==> src/rtl/usb_init_pkg.sv <==
// Shared state encodings, parameter defaults and sizing helper for the USB
// clock-init reset sequencer.
package usb_init_pkg;

    typedef enum logic [2:0] {
        ST_CLKRST   = 3'd0,
        ST_WAITLOCK = 3'd1,
        ST_SETTLE   = 3'd2,
        ST_READY    = 3'd3,
        ST_FAIL     = 3'd4
    } state_e;

    localparam int NUM_CLK_DEF       = 2;
    localparam int RST_CYCLES_DEF    = 65536;
    localparam int SETTLE_CYCLES_DEF = 33554432;
    localparam int LOCK_TIMEOUT_DEF  = 1048576;
    localparam int MAX_RETRY_DEF     = 3;

    // Counter width covering the longest of the three timed phases.
    function automatic int cnt_width(input int a, input int b, input int c);
        int m;
        m = (a > b) ? a : b;
        m = (m > c) ? m : c;
        return (m > 1) ? $clog2(m) : 1;
    endfunction

endpackage

==> src/rtl/sync_2ff.sv <==
// Two-flop synchronizer for a bundle of independent asynchronous bits.
module sync_2ff #(
    parameter int WIDTH = 1
) (
    input  logic             clk,
    input  logic             rst_in,
    input  logic [WIDTH-1:0] d,
    output logic [WIDTH-1:0] q
);

    logic [WIDTH-1:0] meta;

    always_ff @(posedge clk or posedge rst_in) begin
        if (rst_in) begin
            meta <= '0;
            q    <= '0;
        end else begin
            meta <= d;
            q    <= meta;
        end
    end

endmodule

==> src/rtl/usb_reset_seq.sv <==
// Clock-generator reset sequencer: pulses clk_rst, waits for all unmasked PLL
// locks, requires a settle window, retries on timeout and reports ready/fail.
module usb_reset_seq
    import usb_init_pkg::*;
#(
    parameter int NUM_CLK       = NUM_CLK_DEF,
    parameter int RST_CYCLES    = RST_CYCLES_DEF,
    parameter int SETTLE_CYCLES = SETTLE_CYCLES_DEF,
    parameter int LOCK_TIMEOUT  = LOCK_TIMEOUT_DEF,
    parameter int MAX_RETRY     = MAX_RETRY_DEF
) (
    input  logic                           clk,
    input  logic                           rst_in,
    input  logic [NUM_CLK-1:0]             lock,
    input  logic [NUM_CLK-1:0]             lock_mask,
    input  logic                           wakeup,
    output logic                           clk_rst,
    output logic                           n_ready,
    output logic [2:0]                     state,
    output logic [$clog2(MAX_RETRY+1)-1:0] retry_cnt,
    output logic                           fail,
    output logic                           lock_lost
);

    localparam int CW = cnt_width(RST_CYCLES, SETTLE_CYCLES, LOCK_TIMEOUT);
    localparam int RW = $clog2(MAX_RETRY + 1);
    localparam logic [CW-1:0] RST_LAST    = CW'(RST_CYCLES - 1);
    localparam logic [CW-1:0] SETTLE_LAST = CW'(SETTLE_CYCLES - 1);
    localparam logic [CW-1:0] TMO_LAST    = CW'(LOCK_TIMEOUT - 1);

    logic [NUM_CLK-1:0] lock_sync;
    logic               all_lock;
    logic               wake_q, wake_edge;
    logic               timeout;

    state_e        state_q, state_d;
    logic [CW-1:0] cnt_q, cnt_d;
    logic [RW-1:0] retry_q, retry_d;
    logic          clk_rst_d, n_ready_d, fail_d, lost_d;

    sync_2ff #(.WIDTH(NUM_CLK)) u_lock_sync (
        .clk    (clk),
        .rst_in (rst_in),
        .d      (lock),
        .q      (lock_sync)
    );

    assign all_lock  = &(lock_sync | lock_mask);
    assign wake_edge = wakeup & ~wake_q;

    always_ff @(posedge clk or posedge rst_in) begin
        if (rst_in) begin
            state_q   <= ST_CLKRST;
            cnt_q     <= '0;
            retry_q   <= '0;
            wake_q    <= 1'b0;
            clk_rst   <= 1'b1;
            n_ready   <= 1'b1;
            fail      <= 1'b0;
            lock_lost <= 1'b0;
        end else begin
            state_q   <= state_d;
            cnt_q     <= cnt_d;
            retry_q   <= retry_d;
            wake_q    <= wakeup;
            clk_rst   <= clk_rst_d;
            n_ready   <= n_ready_d;
            fail      <= fail_d;
            lock_lost <= lost_d;
        end
    end

    // A wakeup edge overrides whatever the lock inputs say this cycle.
    always_comb begin
        state_d = state_q;
        timeout = 1'b0;
        if (wake_edge) begin
            state_d = ST_CLKRST;
        end else begin
            case (state_q)
                ST_CLKRST:   if (cnt_q == RST_LAST) state_d = ST_WAITLOCK;
                ST_WAITLOCK: begin
                    if (all_lock) begin
                        state_d = ST_SETTLE;
                    end else if (cnt_q == TMO_LAST) begin
                        timeout = 1'b1;
                        state_d = (int'(retry_q) + 1 < MAX_RETRY) ? ST_CLKRST : ST_FAIL;
                    end
                end
                ST_SETTLE: begin
                    if (!all_lock)                  state_d = ST_CLKRST;
                    else if (cnt_q == SETTLE_LAST)  state_d = ST_READY;
                end
                ST_READY:    if (!all_lock) state_d = ST_CLKRST;
                ST_FAIL:     state_d = ST_FAIL;
                default:     state_d = ST_CLKRST;
            endcase
        end
    end

    // Counter only runs in the timed phases and is cleared on any transition,
    // so it never exceeds its phase limit and cannot wrap.
    always_comb begin
        cnt_d     = cnt_q;
        retry_d   = retry_q;
        fail_d    = fail | (state_d == ST_FAIL);
        lost_d    = lock_lost | (state_q == ST_READY && !all_lock);
        clk_rst_d = (state_d == ST_CLKRST);
        n_ready_d = !(state_q == ST_READY && state_d == ST_READY);
        if (state_d != state_q || wake_edge)
            cnt_d = '0;
        else if (state_q == ST_CLKRST || state_q == ST_WAITLOCK || state_q == ST_SETTLE)
            cnt_d = cnt_q + 1'b1;
        if (wake_edge) begin
            retry_d = '0;
            fail_d  = 1'b0;
            lost_d  = 1'b0;
        end else if (timeout) begin
            retry_d = retry_q + 1'b1;
        end else if (state_q == ST_READY && !all_lock) begin
            retry_d = '0;
        end
    end

    assign state     = state_q;
    assign retry_cnt = retry_q;

endmodule

==> config.mk <==
export PLATFORM = sky130hd
export DESIGN_NAME = usb_reset_seq
export DESIGN_NICKNAME = d
export VERILOG_FILES = /design/src/rtl/usb_init_pkg.sv /design/src/rtl/sync_2ff.sv /design/src/rtl/usb_reset_seq.sv
export SDC_FILE = /design/constraint.sdc
export NUM_CORES = 1
export LEC_CHECK = 0
export ABC_AREA = 0
export BUFFER_PORTS_ARGS = -buffer_cell sky130_fd_sc_hd__buf_2
export CORE_UTILIZATION = 59
export CTS_CLUSTER_DIAMETER = 100
export DETAILED_ROUTE_END_ITERATION = 7
export GPL_TIMING_DRIVEN = 0
export PLACE_DENSITY = 0.79
export SLEW_MARGIN = 5
export SYNTH_ARGS = -nofsm -noshare
export SYNTH_HDL_FRONTEND = slang
export SYNTH_SLANG_ARGS = --single-unit
==> constraint.sdc <==
create_clock -name clk -period 2.6 [get_ports clk]
set_input_delay 0.13 -clock clk [delete_from_list [all_inputs] [get_ports clk]]
set_output_delay 0.13 -clock clk [all_outputs]
set_load 0.01 [all_outputs]
-- Yosys cells after proc, flatten, opt, wreduce, memory -nomap -nowiden
Cells that the tools add are included.
- register bits after elaboration: 39
- input bits: 7
- output and inout port bits: 9
- word-level logic and storage cells: 61
- add/subtract/negate cells: 3
- magnitude comparators: 1
- equality and inequality tests: 10
- multiplexer cells: 20
- bitwise logic cells: 5
- reduce and logical (&&, ||, !) cells: 12
- operators with widths (operator ; count):
    25-bit 2-to-1 mux ; 2
    25-bit by 1-bit adder with 25-bit output, second input constant ; 1
    25-bit by 16-bit equality test with 1-bit output, second input constant ; 1
    25-bit by 20-bit equality test with 1-bit output, second input constant ; 1
    25-bit equality test, second input constant ; 1
    3-bit 2-to-1 mux ; 8
    3-bit one-hot mux with 5 select lines ; 1
    3-bit by 2-bit equality test with 1-bit output, second input constant ; 3
    3-bit equality test, second input constant ; 2
    3-bit logical NOT ; 2
    1-bit 2-to-1 mux ; 6
    2-bit 2-to-1 mux ; 3
    2-bit by 1-bit adder with 3-bit output, second input constant ; 1
    3-bit by 1-bit equality test with 1-bit output, second input constant ; 1
    1-bit logical OR ; 3
    3-bit by 2-bit less-than comparator with 1-bit output, second input constant ; 1
    3-bit inequality test ; 1
    3-bit nonzero test ; 1
    2-bit by 1-bit adder with 2-bit output, second input constant ; 1
    1-bit logical AND ; 2
    1-bit logical NOT ; 2
    1-bit OR ; 2
    2-bit OR ; 1
    2-bit AND reduction ; 1
    other kinds (3) ; 3

-- Depth between registers and ports, before layout
Gate-level depths: netlist of the first run.
- word-level depth: 10
- gate-level depth with buffers: 8
- gate-level depth less buffers: 6

-- By module
Synthesis of the first run repeated with hierarchy kept, for this count alone.
- cell total of the unflattened synthesis: 195
- area total of the unflattened synthesis: 2070.7 sq um
- by module, submodules not included (module ; times used ; cells an instance ; area each (sq um) ; seq. area each (sq um)):
    usb_reset_seq ; 1 ; 190 ; 1966.9 ; 878.3
    sync_2ff ; 1 ; 5 ; 103.8 ; 100.1

-- Worst setup path before layout of the first run
No wires, ideal clock.
- path type: reg-to-reg
- from: register state_q[1], in the netlist state[1]
- to: register cnt_q[12]
- setup time: 0.119 ns
- arrival time: 1.831 ns
- data required time: 2.481 ns
- path slack: 0.650 ns
- stages on the path, launching flop included: 9
- buffers on the path: 3
- period minus slack after synthesis: 1.950 ns
- cells stage by stage: dfrtp_1 buf_6 or4_1 nor4_4 o211a_1 a311o_1 buf_6 buf_8 nor2_1
- cells in the longest elaborated chain, start to end: 7
- elaborated cells between the ends (all ways): 19
- those cells by class: 5 x eq/ne; 9 x mux; 5 x reduce/logical
- ends and longest elaborated chain (element ; RTL line ; RTL):
    start: declaration ; usb_reset_seq.sv:36 ; state_e state_q, state_d;
    start signal: assignment ; usb_reset_seq.sv:62 ; state_q <= state_d;
    3-bit 2-to-1 mux, on equally long branches ; usb_reset_seq.sv:92, usb_reset_seq.sv:85 ;
    3-bit 2-to-1 mux, on equally long branches ; usb_reset_seq.sv:91, usb_reset_seq.sv:83 ;
    3-bit one-hot mux with 5 select lines ; usb_reset_seq.sv:80 ; case (state_q)
    3-bit 2-to-1 mux ; usb_reset_seq.sv:77 ; if (wake_edge) begin
    3-bit inequality test ; usb_reset_seq.sv:110 ; if (state_d != state_q || wake_edge)
    1-bit logical OR ; usb_reset_seq.sv:110 ;
    25-bit 2-to-1 mux or 2-bit nonzero test (tied branches) ; -- ;
    end signal: assignment ; usb_reset_seq.sv:63 ; cnt_q <= cnt_d;
    end: declaration ; usb_reset_seq.sv:37 ; logic [CW-1:0] cnt_q, cnt_d;
Parallel ways exist; a longest one is shown, timed or not.
A chain may end at the register's enable or synchronous reset.

-- Worst setup path in the final report of the first run
Ends and elaborated chain as after synthesis.

==> qor_table.md, run 1 <==
| Item | Reported | Unit |
|---|---|---|
| Startpoint of the most critical register-to-register path | state[1] | - |
| Die width | 59.7 | µm |
| RSZ-0062 raised after global routing | no | - |
| Net count after synthesis | 199 | - |
| Cells along the critical path | buf_6, or4_1, nor4_4, o211a_1, a311o_1, buf_6, buf_8, nor2_1 | - |
| Share of cells above drive strength 1 | 20.4 | % |
| Max Slew Vio Count | 0 | - |
| Sink Count | 39 | - |
| First-pass iteration count of the detailed router | 4 | - |
| Async set-or-reset flop fraction in the synthesized netlist | 100 | % |
| Result of the run | finished clean | - |
| DRC errors left | 0 | - |
| Startpoint-to-endpoint class of the critical path | reg2reg | - |
| Synth Flop Type | dfrtp_1 | - |
| Post-detailed-routing wire length | 3630 | µm |
| Synthesized instance count | 189 | - |
| Post-CTS resize count | 0 | - |
| Tcrit/Tclk final | 79.6 | % |
| Average wire length per cell after detail routing | 14.0 | µm |
| Post-synth cell types | 41 | - |
| Multi-input gate area | 901 | µm² |
| Number of buffers added on ports | 15 | - |
| Max-slew headroom | 46.8 | % |
| Worst-Margin Slew | 0.797 | ns |
| Cell at the root of the clock tree | clkbuf_4 | - |
| Highest-count cells in the layout ignoring fill and taps | dfrtp_1, nor2_1, xor2_1 | - |
| #FFs+latches synth | 39 | - |
| Number of flops mapped to enable cells by yosys | 0 | - |
| Total placed instance area | 2100 | µm² |
| Clock network latency to the later pin of the worst-skew pair | 0.35 | ns |
| Peak clock frequency supported by timing | 483 | MHz |
| Global-route wire length before repair | 6350 | µm |
| Initial DRC count | 54 | - |
| Initial Util | 63.3 | % |
| Dominant cell type by area after synthesis | dfrtp_1 | - |
| Clock-pin slew of the registers on the worst-case setup and hold paths | 0.12 | ns |
| Minimum setup slack after placement | 0.564 | ns |
| Worst-case vdd ir drop | 0.456 | mV |
| Fill cell instance count of the final layout | 243 | - |
| Leading cell type in the layout, fill and taps excluded | dfrtp_1 | - |
| Ant. Diodes | 0 | - |
| Crit path DAT | 2.31 | ns |
| Maximum fanout count along the critical path | 10 | - |
| Total standard cell area after synthesis | 1970 | µm² |
| Final hold violation count | 0 | - |
| Register-to-register path setup slack | 0.53 | ns |
| GRT Residual Overflow | 0 | - |
| Endpoint required time on the critical path | 2.84 | ns |
| Via count of the first global-routing pass | 1463 | - |
| Top area cells in the synthesized netlist | dfrtp_1, xor2_1, nor2_1 | - |
| Setup slack after layout | 0.529 | ns |
| Site Rows | 20 | - |
| Kind of capture point of the worst setup path | flop | - |
| Floorplan die area | 3570 | µm² |
| Top-level port count | 16 | - |
| Sequential area share after synthesis | 49.8 | % |
| Clk buf depth | 2 | - |
| Startpoint class of the critical path | flop | - |
| Synth warnings | 0 | - |
| CORE AREA | 3100 | µm² |
| Via-to-Cell Ratio | 5.55 | - |
| TritonCTS clock tree | done | - |
| Count of endpoints failing setup in the final report | 0 | - |
| Fin Clk Skew | 0.0156 | ns |
| Pin count of the biggest net entering global routing | 40 | - |
| Total Routing Usage GR | 24.5 | % |
| Nets | 225 | - |
| Cell repeated most along the worst path | buf_6 | - |
| Layout Cell Area excl Fill | 2200 | µm² |
| Non-filler cells in the finished layout | 260 | - |
| RD Place Congestion | 0.787 | - |
| Destination of the worst register-to-register timing path | cnt_q[12] | - |
| Average cell area after synthesis | 10.4 | µm² |
| Leak Pwr | 1.03 | nW |
| Worst-path cell with the longest stage delay | or4_1 | - |
| Total instance count after detailed placement | 248 | - |
| Residual antenna-violating net count after detailed routing | 0 | - |
| Depth of the CTS H-tree | 2 | - |
| Clock buffers created by TritonCTS | 5 | - |
| End point of the critical path | cnt_q[12] | - |
| Final critical delay including setup and external delays | 2.07 | ns |
| Min-delay worst type | in2reg | - |
| Max-cap viol count | 0 | - |
| Power density normalized to cell area | 491 | nW/µm² |
| Half-perimeter wire length after placement | 2610 | µm |
| Total chip power | 1.08 | mW |
| Worst setup path startpoint | state[1] | - |
| Area growth from synthesis to layout | 11.7 | % |
| Worst R2R Path Depth | 8 | - |
| Initial antenna violation count | 0 | - |
| Via Count | 1442 | - |
| Max stage delay on crit path | 0.57 | ns |
| Sequential cell area in the final layout | 978 | µm² |
| Share of Yosys cell area claimed by the top area cell type | 47.1 | % |
| Final setup TNS | 0 | ns |
| Die span in y | 59.7 | µm |
-- per-layer routing --
metal	wire length (µm)	up-vias	GRT usage, %
li1	-	703	-
met3	124	7	7.14
met1	1620	703	31.1
met2	1830	29	39.5
met5	0	-	0
met4	61	0	9.30
-- layout make-up --
cell class,count,area share (%)
Buffer,6,3.08
Clock buffer,7,2.51
Sequential cell,39,44.6
Timing Repair Buffer,19,5.24
Tap cell,44,2.51
Inverter,5,0.855
Multi-Input combinational cell,139,41.0
Clock inverter,1,0.228
-- per-stage QoR --
| step | util, % | hold WS [ns] |
|---|---|---|
| floorplan | - | 0.161 |
| finish | 70.8 | 0.294 |
| CTS | 70.8 | 0.285 |
| detailed placement | 67.5 | 0.240 |
| global route | 70.8 | 0.323 |
| global placement | 67.5 | 0.240 |
-- state kept, by name, indices dropped and copies added (netlist names), 2 cells and up --
name / flops
cnt_q: 25
retry_cnt: 2
state: 3
u_lock_sync.meta: 2
u_lock_sync.q: 2
-- worst min-delay path by stage --
stage                  from             endpoint  slack (ns)  depth (start not counted)
2_1_floorplan       lock[0]  u_lock_sync.meta[0]        0.16                          0
3_3_place_gp        lock[0]  u_lock_sync.meta[0]        0.24                          1
3_5_place_dp        lock[1]  u_lock_sync.meta[1]        0.24                          1
4_1_cts        lock_mask[1]            lock_lost        0.29                          4
5_1_grt        lock_mask[1]            lock_lost        0.32                          4
6_report       lock_mask[1]            lock_lost        0.29                          4
-- cells in the mapped netlist (2+ instances only) --
cell type / count
a21oi_1: 7
and3_1: 2
buf_4: 2
buf_6: 2
buf_8: 2
dfrtp_1: 37
dfstp_2: 2
ha_1: 3
inv_1: 5
nand2_1: 14
nand3_1: 12
nand4_1: 14
nor2_1: 33
nor2_2: 2
nor4_1: 2
nor4_4: 2
o21ai_0: 2
xnor2_1: 4
xor2_1: 20
-- worst max-delay path, delay by kind of cell, from the launching register on --
family	cells	cell delay, ns
buf+inv	3	0.41
simple gates	3	0.80
flops	1	0.41
compound gates	2	0.33
-- kinds of logic after synthesis --
group | share of synthesized area, %
and+or+nand+nor | 26.6
DFF | 49.8
xor gates and xnor gates | 10.7
AOI/OAI and AO/OA | 6.05
buffers and inverters | 4.39
adders and majority gates | 1.91
muxes | 0.573
-- timing repair --
item                                   CTS  global route
hold buffers                             4             0
endpoints found under the hold margin   40             0
setup buffers                            0             0
-- power by group --
group          internal, mW  switching, mW
Clock                 0.131          0.198
Sequential            0.634         0.0278
Combinational        0.0393         0.0489
Total                 0.804          0.274
(Power assumes the default switching activity.)
==> run 2: changes to the inputs <==
--- a/config.mk
+++ b/config.mk
@@ -5,13 +5,13 @@
 export SDC_FILE = /design/constraint.sdc
 export NUM_CORES = 1
 export LEC_CHECK = 0
-export ABC_AREA = 0
+export ABC_AREA = 1
 export BUFFER_PORTS_ARGS = -buffer_cell sky130_fd_sc_hd__buf_2
-export CORE_UTILIZATION = 59
+export CORE_UTILIZATION = 53
 export CTS_CLUSTER_DIAMETER = 100
 export DETAILED_ROUTE_END_ITERATION = 7
 export GPL_TIMING_DRIVEN = 0
-export PLACE_DENSITY = 0.79
+export PLACE_DENSITY = 0.74
 export SLEW_MARGIN = 5
 export SYNTH_ARGS = -nofsm -noshare
 export SYNTH_HDL_FRONTEND = slang
==> constraint.sdc (replaced) <==
create_clock -name clk -period 1.85 [get_ports clk]
set_input_delay 0.0925 -clock clk [delete_from_list [all_inputs] [get_ports clk]]
set_output_delay 0.0925 -clock clk [all_outputs]
set_load 0.01 [all_outputs]
==> run 2 against run 1 <==
  * The flow now finishes with violations (negative setup slack)
  * Synthesized area increased by 7.8%
  * Critical endpoint is now cnt_q[19]
  * Global-route usage down 0.84 points
  * Highest routed layer unchanged
  * Cell count is 43% higher
==> qor_table.md, run 2 <==
| Item | Reported | Unit | Change |
|---|---|---|---|
| Compound-gate portion of the synthesized area | 5.08 | % | was 6.05% |
| Total instance count after detailed placement | 336 | - | was 248 |
| Max stage delay on crit path | 0.41 | ns | was 0.57 ns |
| Number of buffers added on ports | 15 | - | unchanged |
| Worst-Margin Slew | 0.791 | ns | was 0.797 ns |
| Multiplexer share of the synthesized area | 0 | % | was 0.573% |
| Fraction of synthesized cell area in xor and xnor cells | 5.37 | % | was 10.7% |
| Startpoint-to-endpoint class of the critical path | reg2reg | - | unchanged |
| Total placed instance area | 2250 | µm² | was 2100 µm² |
| First-pass iteration count of the detailed router | 4 | - | unchanged |
| Post-Synth Adder-Cell Area | 1.77 | % | was 1.91% |
| Via Count | 1959 | - | was 1442 |
| Total standard cell area after synthesis | 2120 | µm² | was 1970 µm² |
| Pin count of the biggest net entering global routing | 40 | - | unchanged |
| Clock-pin slew of the registers on the worst-case setup and hold paths | 0.08 | ns | was 0.12 ns |
| DRC errors left | 0 | - | unchanged |
| Flip-flop count of the largest register, all copies and words added | 25 | - | unchanged |
| Internal | 1.45 | mW | was 804 µW |
| Dominant cell type by area after synthesis | dfrtp_1 | - | unchanged |
| Delay-heaviest family, CP | simple AND/OR/NAND/NOR gates | - | unchanged |
| Nets | 332 | - | was 225 |
| Crit path DAT | 2.12 | ns | was 2.31 ns |
| Residual antenna-violating net count after detailed routing | 0 | - | unchanged |
| Total Routing Usage GR | 23.7 | % | was 24.5% |
| Ant. Diodes | 0 | - | unchanged |
| Synthesized instance count | 273 | - | was 189 |
| Worst-case vdd ir drop | 0.444 | mV | was 0.456 mV |
| Multi-input gate area | 1190 | µm² | was 901 µm² |
| Top-level port count | 16 | - | unchanged |
| Setup slack after layout | -0.0909 | ns | was 0.529 ns |
| Layout Cell Area excl Fill | 2870 | µm² | was 2200 µm² |
| Max-slew headroom | 47.2 | % | was 46.8% |
| Fraction of power spent switching nets | 25.5 | % | was 25.4% |
| Max-cap viol count | 0 | - | unchanged |
| Share of cells above drive strength 1 | 34.4 | % | was 20.4% |
| Cell at the root of the clock tree | clkbuf_8 | - | was clkbuf_4 |
| Share of synthesized cell area in and, or, nand and nor gates | 33.3 | % | was 26.6% |
| Top area cells in the synthesized netlist | dfrtp_1, nand2_1, nor2_1 | - | was dfrtp_1, xor2_1, nor2_1 |
| Area growth from synthesis to layout | 35.3 | % | was 11.7% |
| Destination of the worst register-to-register timing path | cnt_q[19] | - | was cnt_q[12] |
| RSZ-0062 raised after global routing | yes | - | was no |
| Result of the run | finished, violations left | - | was finished clean |
| Initial Util | 56.6 | % | was 63.3% |
| Net count after synthesis | 283 | - | was 199 |
| Sequential area share after synthesis | 46.2 | % | was 49.8% |
| Highest-count cells in the layout ignoring fill and taps | nand2_1, inv_1, dfrtp_1 | - | was dfrtp_1, nor2_1, xor2_1 |
| Clock group share of total power | 38.3 | % | was 30.5% |
| Floorplan die area | 4260 | µm² | was 3570 µm² |
| Sink Count | 39 | - | unchanged |
| Number of flops mapped to enable cells by yosys | 0 | - | unchanged |
| Worst-path cell with the longest stage delay | dfrtp_1 | - | was or4_1 |
| Dominant combinational cell family by area after synthesis | simple AND/OR/NAND/NOR gates | - | unchanged |
| Startpoint of the lowest-slack hold path | u_lock_sync.meta[1] | - | was lock_mask[1] |
| Leak Pwr | 1.39 | nW | was 1.03 nW |
| Peak clock frequency supported by timing | 515 | MHz | was 483 MHz |
| #FFs+latches synth | 39 | - | unchanged |
| Register with the most flip-flops | cnt_q | - | unchanged |
| Leading cell type in the layout, fill and taps excluded | nand2_1 | - | was dfrtp_1 |
| Clk buf depth | 2 | - | unchanged |
| Startpoint class of the critical path | flop | - | unchanged |
| Register-to-register path setup slack | -0.09 | ns | was 0.53 ns |
| Via count of the first global-routing pass | 1748 | - | was 1463 |
| Failing checks | negative setup slack | - |  |
| Average wire length per cell after detail routing | 14.3 | µm | was 14.0 µm |
| Max Slew Vio Count | 0 | - | unchanged |
| Cells along the critical path | buf_4, nand2_1, nor2_4, nand3_1, nor2_1, nand4_1, nor2_2, nand2_1, xor2_1, nor2_4 | - | was buf_6, or4_1, nor4_4, o211a_1, a311o_1, buf_6, buf_8, nor2_1 |
| Count of endpoints failing setup in the final report | 2 | - | was 0 |
| Site Rows | 22 | - | was 20 |
| Min-delay worst type | reg2reg | - | was in2reg |
| Clock buffers created by TritonCTS | 5 | - | unchanged |
| Fill cell instance count of the final layout | 272 | - | was 243 |
| Startpoint of the most critical register-to-register path | cnt_q[1] | - | was state[1] |
| Maximum fanout count along the critical path | 4 | - | was 10 |
| Net Sw Power | 495 | µW | was 274 µW |
| Fin Clk Skew | 0.0127 | ns | was 0.0156 ns |
| Async set-or-reset flop fraction in the synthesized netlist | 100 | % | unchanged |
| Depth of the CTS H-tree | 2 | - | unchanged |
| TritonCTS clock tree | done | - | unchanged |
| Number of buffer and inverter instances along the worst setup path | 1 | - | was 3 |
| GRT Residual Overflow | 0 | - | unchanged |
| Commonest cells post-synth | nand2_1, nor2_1, inv_1 | - | was dfrtp_1, nor2_1, xor2_1 |
| CORE AREA | 3740 | µm² | was 3100 µm² |
| Global-route wire length before repair | 7500 | µm | was 6350 µm |
| Synth Flop Type | dfrtp_1 | - | unchanged |
| Final critical delay including setup and external delays | 1.94 | ns | was 2.07 ns |
| Power density normalized to cell area | 678 | nW/µm² | was 491 nW/µm² |
| Logic pwr share | 13.0 | % | was 8.2% |
| Sequential group share of total power | 48.7 | % | was 61.3% |
| RD Place Congestion | 0.931 | - | was 0.787 |
| Average cell area after synthesis | 7.76 | µm² | was 10.4 µm² |
| Kind of capture point of the worst setup path | flop | - | unchanged |
| Half-perimeter wire length after placement | 2940 | µm | was 2610 µm |
| Share of Yosys cell area claimed by the top area cell type | 43.7 | % | was 47.1% |
| Post-synth cell types | 32 | - | was 41 |
| Sequential cell area in the final layout | 981 | µm² | was 978 µm² |
| WHS Path Cells | 0 | - | was 4 |
| Tcrit/Tclk final | 105 | % | was 79.6% |
| Endpoint required time on the critical path | 2.03 | ns | was 2.84 ns |
| Destination of the worst hold path | u_lock_sync.q[1] | - | was lock_lost |
| Initial antenna violation count | 0 | - | unchanged |
| Post-detailed-routing wire length | 5290 | µm | was 3630 µm |
| Die width | 65.2 | µm | was 59.7 µm |
| Final hold violation count | 0 | - | unchanged |
| Synth warnings | 0 | - | unchanged |
| Clock network latency to the later pin of the worst-skew pair | 0.30 | ns | was 0.35 ns |
| Initial DRC count | 136 | - | was 54 |
| Die span in y | 65.2 | µm | was 59.7 µm |
| Non-filler cells in the finished layout | 371 | - | was 260 |
| Via-to-Cell Ratio | 5.28 | - | was 5.55 |
| Worst R2R Path Depth | 10 | - | was 8 |
-- run 2: changes by cell type in the layout (fill, tap and decap cells not counted), moves of 10 or more --
| cell | change |
|---|---|
| nor2_2 | +19 |
| buf_4 | +17 |
| nor2_4 | +10 |
| inv_1 | +31 |
| nand2_1 | +39 |
| xor2_1 | -10 |
-- run 2: worst max path at each step --
| stage | startpoint | end | slack (ns) | depth (start not counted) |
|---|---|---|---|---|
| floorplan | cnt_q[0] | cnt_q[12] | 0.12 | 13 |
| global placement | cnt_q[0] | cnt_q[12] | -0.19 | 13 |
| detailed placement | cnt_q[0] | cnt_q[23] | -0.22 | 13 |
| CTS | cnt_q[0] | cnt_q[24] | -0.02 | 12 |
| global route | cnt_q[0] | cnt_q[19] | -0.14 | 10 |
| finish | cnt_q[1] | cnt_q[19] | -0.09 | 10 |
-- run 2: final cells by class --
class                      count  area share (%)
sequential                    39            34.2
multi-input combinational    191            41.5
tap                           48            2.09
inverter                      41            5.45
clock inverter                 2            1.22
buffer                         2            1.05
timing repair buffer          42            11.6
clock buffer                   6            2.88
-- run 2: logic make-up (layout without fill, tap and decap cells) --
group / Yosys count / in the layout
and+or+nand+nor: 158 / 158
buffers and inverters: 43 / 93
DFF: 39 / 39
AOI/OAI and AO/OA: 17 / 17
xor gates and xnor gates: 13 / 13
adders and majority gates: 3 / 3
-- run 2: repair_timing --
action,CTS,global route
resized for setup,22,49
endpoints found under the setup margin,26,26
pin swaps,8,17
cloned,1,1
hold buffers,4,0
hold endpoints to repair,40,0
buffers inserted,9,13
-- run 2: stage by stage --
stage | util, % | hold WS, ns | setup slack (ns) | setup TNS [ns] | power [mW]
2_1_floorplan | - | 0.124 | 0.117 | 0 | 1.04
3_3_place_gp | 60.2 | 0.202 | -0.192 | -3.73 | 1.07
3_5_place_dp | 60.2 | 0.202 | -0.224 | -4.18 | 1.08
4_1_cts | 68.6 | 0.355 | -0.0204 | -0.137 | 1.87
5_1_grt | 76.6 | 0.358 | -0.143 | -1.74 | 2.01
6_report | 76.6 | 0.352 | -0.0909 | -0.106 | 1.94
-- run 2: per-layer routing --
metal  global-route usage, %  vias up  routed length, µm
met5                       0        -                  0
met4                    11.7        0                 96
met3                    5.38        8                221
met2                    39.3       53               2800
met1                    28.7      945               2180
li1                        -      953                  -
-- run 2: power groups by stage --
stage               clock network [mW]  logic [mW]  registers, mW
floorplan                            0       0.104          0.936
global placement                     0       0.127          0.943
detailed placement                   0       0.130          0.946
CTS                              0.748       0.191          0.930
global route                     0.783       0.280          0.950
finish                           0.745       0.252          0.947
==> run 3: changes to the inputs <==
--- a/config.mk
+++ b/config.mk
@@ -7,11 +7,11 @@
 export LEC_CHECK = 0
 export ABC_AREA = 1
 export BUFFER_PORTS_ARGS = -buffer_cell sky130_fd_sc_hd__buf_2
-export CORE_UTILIZATION = 53
+export CORE_UTILIZATION = 50
 export CTS_CLUSTER_DIAMETER = 100
 export DETAILED_ROUTE_END_ITERATION = 7
 export GPL_TIMING_DRIVEN = 0
-export PLACE_DENSITY = 0.74
+export PLACE_DENSITY = 0.68
 export SLEW_MARGIN = 5
 export SYNTH_ARGS = -nofsm -noshare
 export SYNTH_HDL_FRONTEND = slang
==> constraint.sdc (replaced) <==
create_clock -name clk -period 2.4 [get_ports clk]
set_input_delay 0.12 -clock clk [delete_from_list [all_inputs] [get_ports clk]]
set_output_delay 0.12 -clock clk [all_outputs]
set_load 0.01 [all_outputs]
==> run 3 against run 2 <==
  * The run ends with negative hold slack left
  * Clock skew shrank 0.0039 ns
  * Sequential power shrank 25%
  * Non-clock buffer count shrank 24
  * Critical endpoint unchanged
  * Critical path depth grew 3
  * Via count shrank 11%
  * Highest routed layer unchanged
  * Worst setup slack gained 0.38 ns
  * Critical path type unchanged
  * Global-route usage shrank 2.7 points
  * Maximum frequency shrank 8.2%
==> qor_table.md, run 3 (synthesis gave the netlist of run 2 again) <==
| Item | Reported | Unit | Change |
|---|---|---|---|
| Max Slew Vio Count | 0 | - | unchanged |
| Total Routing Usage GR | 21.0 | % | was 23.7% |
| Die width | 67.1 | µm | was 65.2 µm |
| Max-cap viol count | 0 | - | unchanged |
| Crit path DAT | 2.34 | ns | was 2.12 ns |
| Max-slew headroom | 46.6 | % | was 47.2% |
| Final hold violation count | 37 | - | was 0 |
| Depth of the CTS H-tree | 2 | - | unchanged |
| Clock-pin slew of the registers on the worst-case setup and hold paths | 0.08 | ns | about the same |
| Total setup buffers inserted after CTS | 0 | - | was 9 |
| Residual antenna-violating net count after detailed routing | 0 | - | unchanged |
| Die span in y | 67.1 | µm | was 65.2 µm |
| Share of cells above drive strength 1 | 14.4 | % | was 34.4% |
| Highest-count cells in the layout ignoring fill and taps | nand2_1, nor2_1, inv_1 | - | was nand2_1, inv_1, dfrtp_1 |
| Power density normalized to cell area | 607 | nW/µm² | was 678 nW/µm² |
| Area growth from synthesis to layout | 14.3 | % | was 35.3% |
| Total placed instance area | 2260 | µm² | was 2250 µm² |
| Maximum fanout count along the critical path | 10 | - | was 4 |
| Fill cell instance count of the final layout | 398 | - | was 272 |
| Sink Count | 39 | - | unchanged |
| Pin count of the biggest net entering global routing | 40 | - | unchanged |
| Smallest hold slack | -0.0331 | ns | was 0.352 ns |
| Failing checks | negative hold slack | - | was negative setup slack |
| Result of the run | finished, violations left | - | unchanged |
| Min-delay worst type | in2async | - | was reg2reg |
| Cell at the root of the clock tree | clkbuf_8 | - | unchanged |
| Number of buffers added on ports | 15 | - | unchanged |
| Endpoint required time on the critical path | 2.63 | ns | was 2.03 ns |
| Clk buf depth | 2 | - | unchanged |
| Via-to-Cell Ratio | 5.01 | - | was 5.28 |
| Via Count | 1749 | - | was 1959 |
| Startpoint class of the critical path | flop | - | unchanged |
| TritonCTS clock tree | done | - | unchanged |
| Top-level port count | 16 | - | unchanged |
| Register with the most flip-flops | cnt_q | - | unchanged |
| Flip-flop count of the largest register, all copies and words added | 25 | - | unchanged |
| Via count of the first global-routing pass | 1676 | - | was 1748 |
| Non-filler cells in the finished layout | 349 | - | was 371 |
| Final setup TNS | 0 | ns | was -0.106 ns |
| Final cell utilization of the core | 60.2 | % | was 76.6% |
| Worst setup path startpoint | cnt_q[0] | - | was cnt_q[1] |
| Kind of capture point of the worst setup path | flop | - | unchanged |
| Final critical delay including setup and external delays | 2.11 | ns | was 1.94 ns |
| Half-perimeter wire length after placement | 2950 | µm | was 2940 µm |
| Register-to-register path setup slack | 0.29 | ns | was -0.09 ns |
| Setup slack after layout | 0.286 | ns | was -0.0909 ns |
| Tcrit/Tclk final | 88.1 | % | was 105% |
| Minimum setup slack after placement | 0.336 | ns | was -0.224 ns |
| Startpoint of the most critical register-to-register path | cnt_q[0] | - | was cnt_q[1] |
| RSZ-0062 raised after global routing | no | - | was yes |
| Clock network latency to the later pin of the worst-skew pair | 0.30 | ns | about the same |
| Worst-case vdd ir drop | 0.429 | mV | was 0.444 mV |
| Global-route wire length before repair | 6900 | µm | was 7500 µm |
| First-pass iteration count of the detailed router | 4 | - | unchanged |
| Worst-Margin Slew | 0.800 | ns | was 0.791 ns |
| Post-detailed-routing wire length | 4120 | µm | was 5290 µm |
| DRC errors left | 0 | - | unchanged |
| Ant. Diodes | 0 | - | unchanged |
| Peak clock frequency supported by timing | 473 | MHz | was 515 MHz |
| CORE AREA | 4030 | µm² | was 3740 µm² |
| Layout Cell Area excl Fill | 2420 | µm² | was 2870 µm² |
| Clock buffers created by TritonCTS | 5 | - | unchanged |
| Floorplan die area | 4500 | µm² | was 4260 µm² |
| End point of the critical path | cnt_q[19] | - | unchanged |
| Startpoint-to-endpoint class of the critical path | reg2reg | - | unchanged |
| Total instance count after detailed placement | 338 | - | was 336 |
| Worst R2R Path Depth | 13 | - | was 10 |
| Leak Pwr | 1.24 | nW | was 1.39 nW |
| Fin Clk Skew | 0.00875 | ns | was 0.0127 ns |
| Site Rows | 23 | - | was 22 |
| Initial antenna violation count | 0 | - | unchanged |
| Destination of the worst register-to-register timing path | cnt_q[19] | - | unchanged |
| Initial Util | 52.6 | % | was 56.6% |
| Initial DRC count | 70 | - | was 136 |
| GRT Residual Overflow | 0 | - | unchanged |
| Average wire length per cell after detail routing | 11.8 | µm | was 14.3 µm |
| Nets | 308 | - | was 332 |
| Total chip power | 1.47 | mW | was 1.94 mW |
| Count of endpoints failing setup in the final report | 0 | - | was 2 |
| RD Place Congestion | 0.890 | - | was 0.931 |
run 3: changes by cell type in the layout (fill, tap and decap cells not counted), sizes merged:
cell	before	now
bufinv	1	2
buf	39	17
clkbuf	7	5
clkinvlp	0	1
dlygate4sd3	4	3
clkinv	1	0
run 3: routing by layer:
layer	part of all wire, %	routed length, µm	up-vias	GRT usage [%]
li1	-	-	895	-
met1	48	1970	815	25.2
met2	47	1930	28	34.4
met3	2.7	111	11	6.16
met4	2.7	111	0	9.57
met5	0	0	-	0
run 3: power breakdown:
group | total, mW | internal [mW] | switching (mW)
combinational | 0.102 | 0.0429 | 0.0587
clock | 0.655 | 0.415 | 0.241
sequential | 0.714 | 0.688 | 0.0264
total | 1.47 | 1.15 | 0.326
run 3: area by class of cell:
cell class	instances	area, µm²	share of cell area (%)
flip-flops and latches	39	978	40.4
multi-input cells	191	965	39.8
inverters	41	154	6.35
repair buffers	18	105	4.34
clock buffers	5	68.8	2.84
clock inverters	3	67.6	2.79
well taps	50	62.6	2.58
plain buffers	2	22.5	0.929
run 3: how the worst min path moves through the flow:
stage,slack [ns],startpoint,end,cells past startpoint
6_report,-0.03,rst_in,cnt_q[10],2
3_5_place_dp,0.23,lock[0],u_lock_sync.meta[0],1
2_1_floorplan,0.15,lock[0],u_lock_sync.meta[0],0
4_1_cts,0.005,rst_in,cnt_q[10],2
3_3_place_gp,0.23,lock[0],u_lock_sync.meta[0],1
5_1_grt,0.05,rst_in,u_lock_sync.meta[1],2
run 3: timing repair:
action / CTS / global route
hold endpoints to repair: 3 / 0
resized for setup: 0 / 0
hold buffers: 3 / 0
run 3: critical path, cell delays in order (launching register included):
cell and delay, ns:
dfrtp_1 0.40, ha_1 0.21, nand3_1 0.12, inv_1 0.09, nand2_1 0.13, nor2_1 0.08
nand2_1 0.09, inv_1 0.07, nand3_1 0.13, nand3b_1 0.11, nor2_2 0.24, nand2_4 0.10
buf_6 0.16, nor2_1 0.10
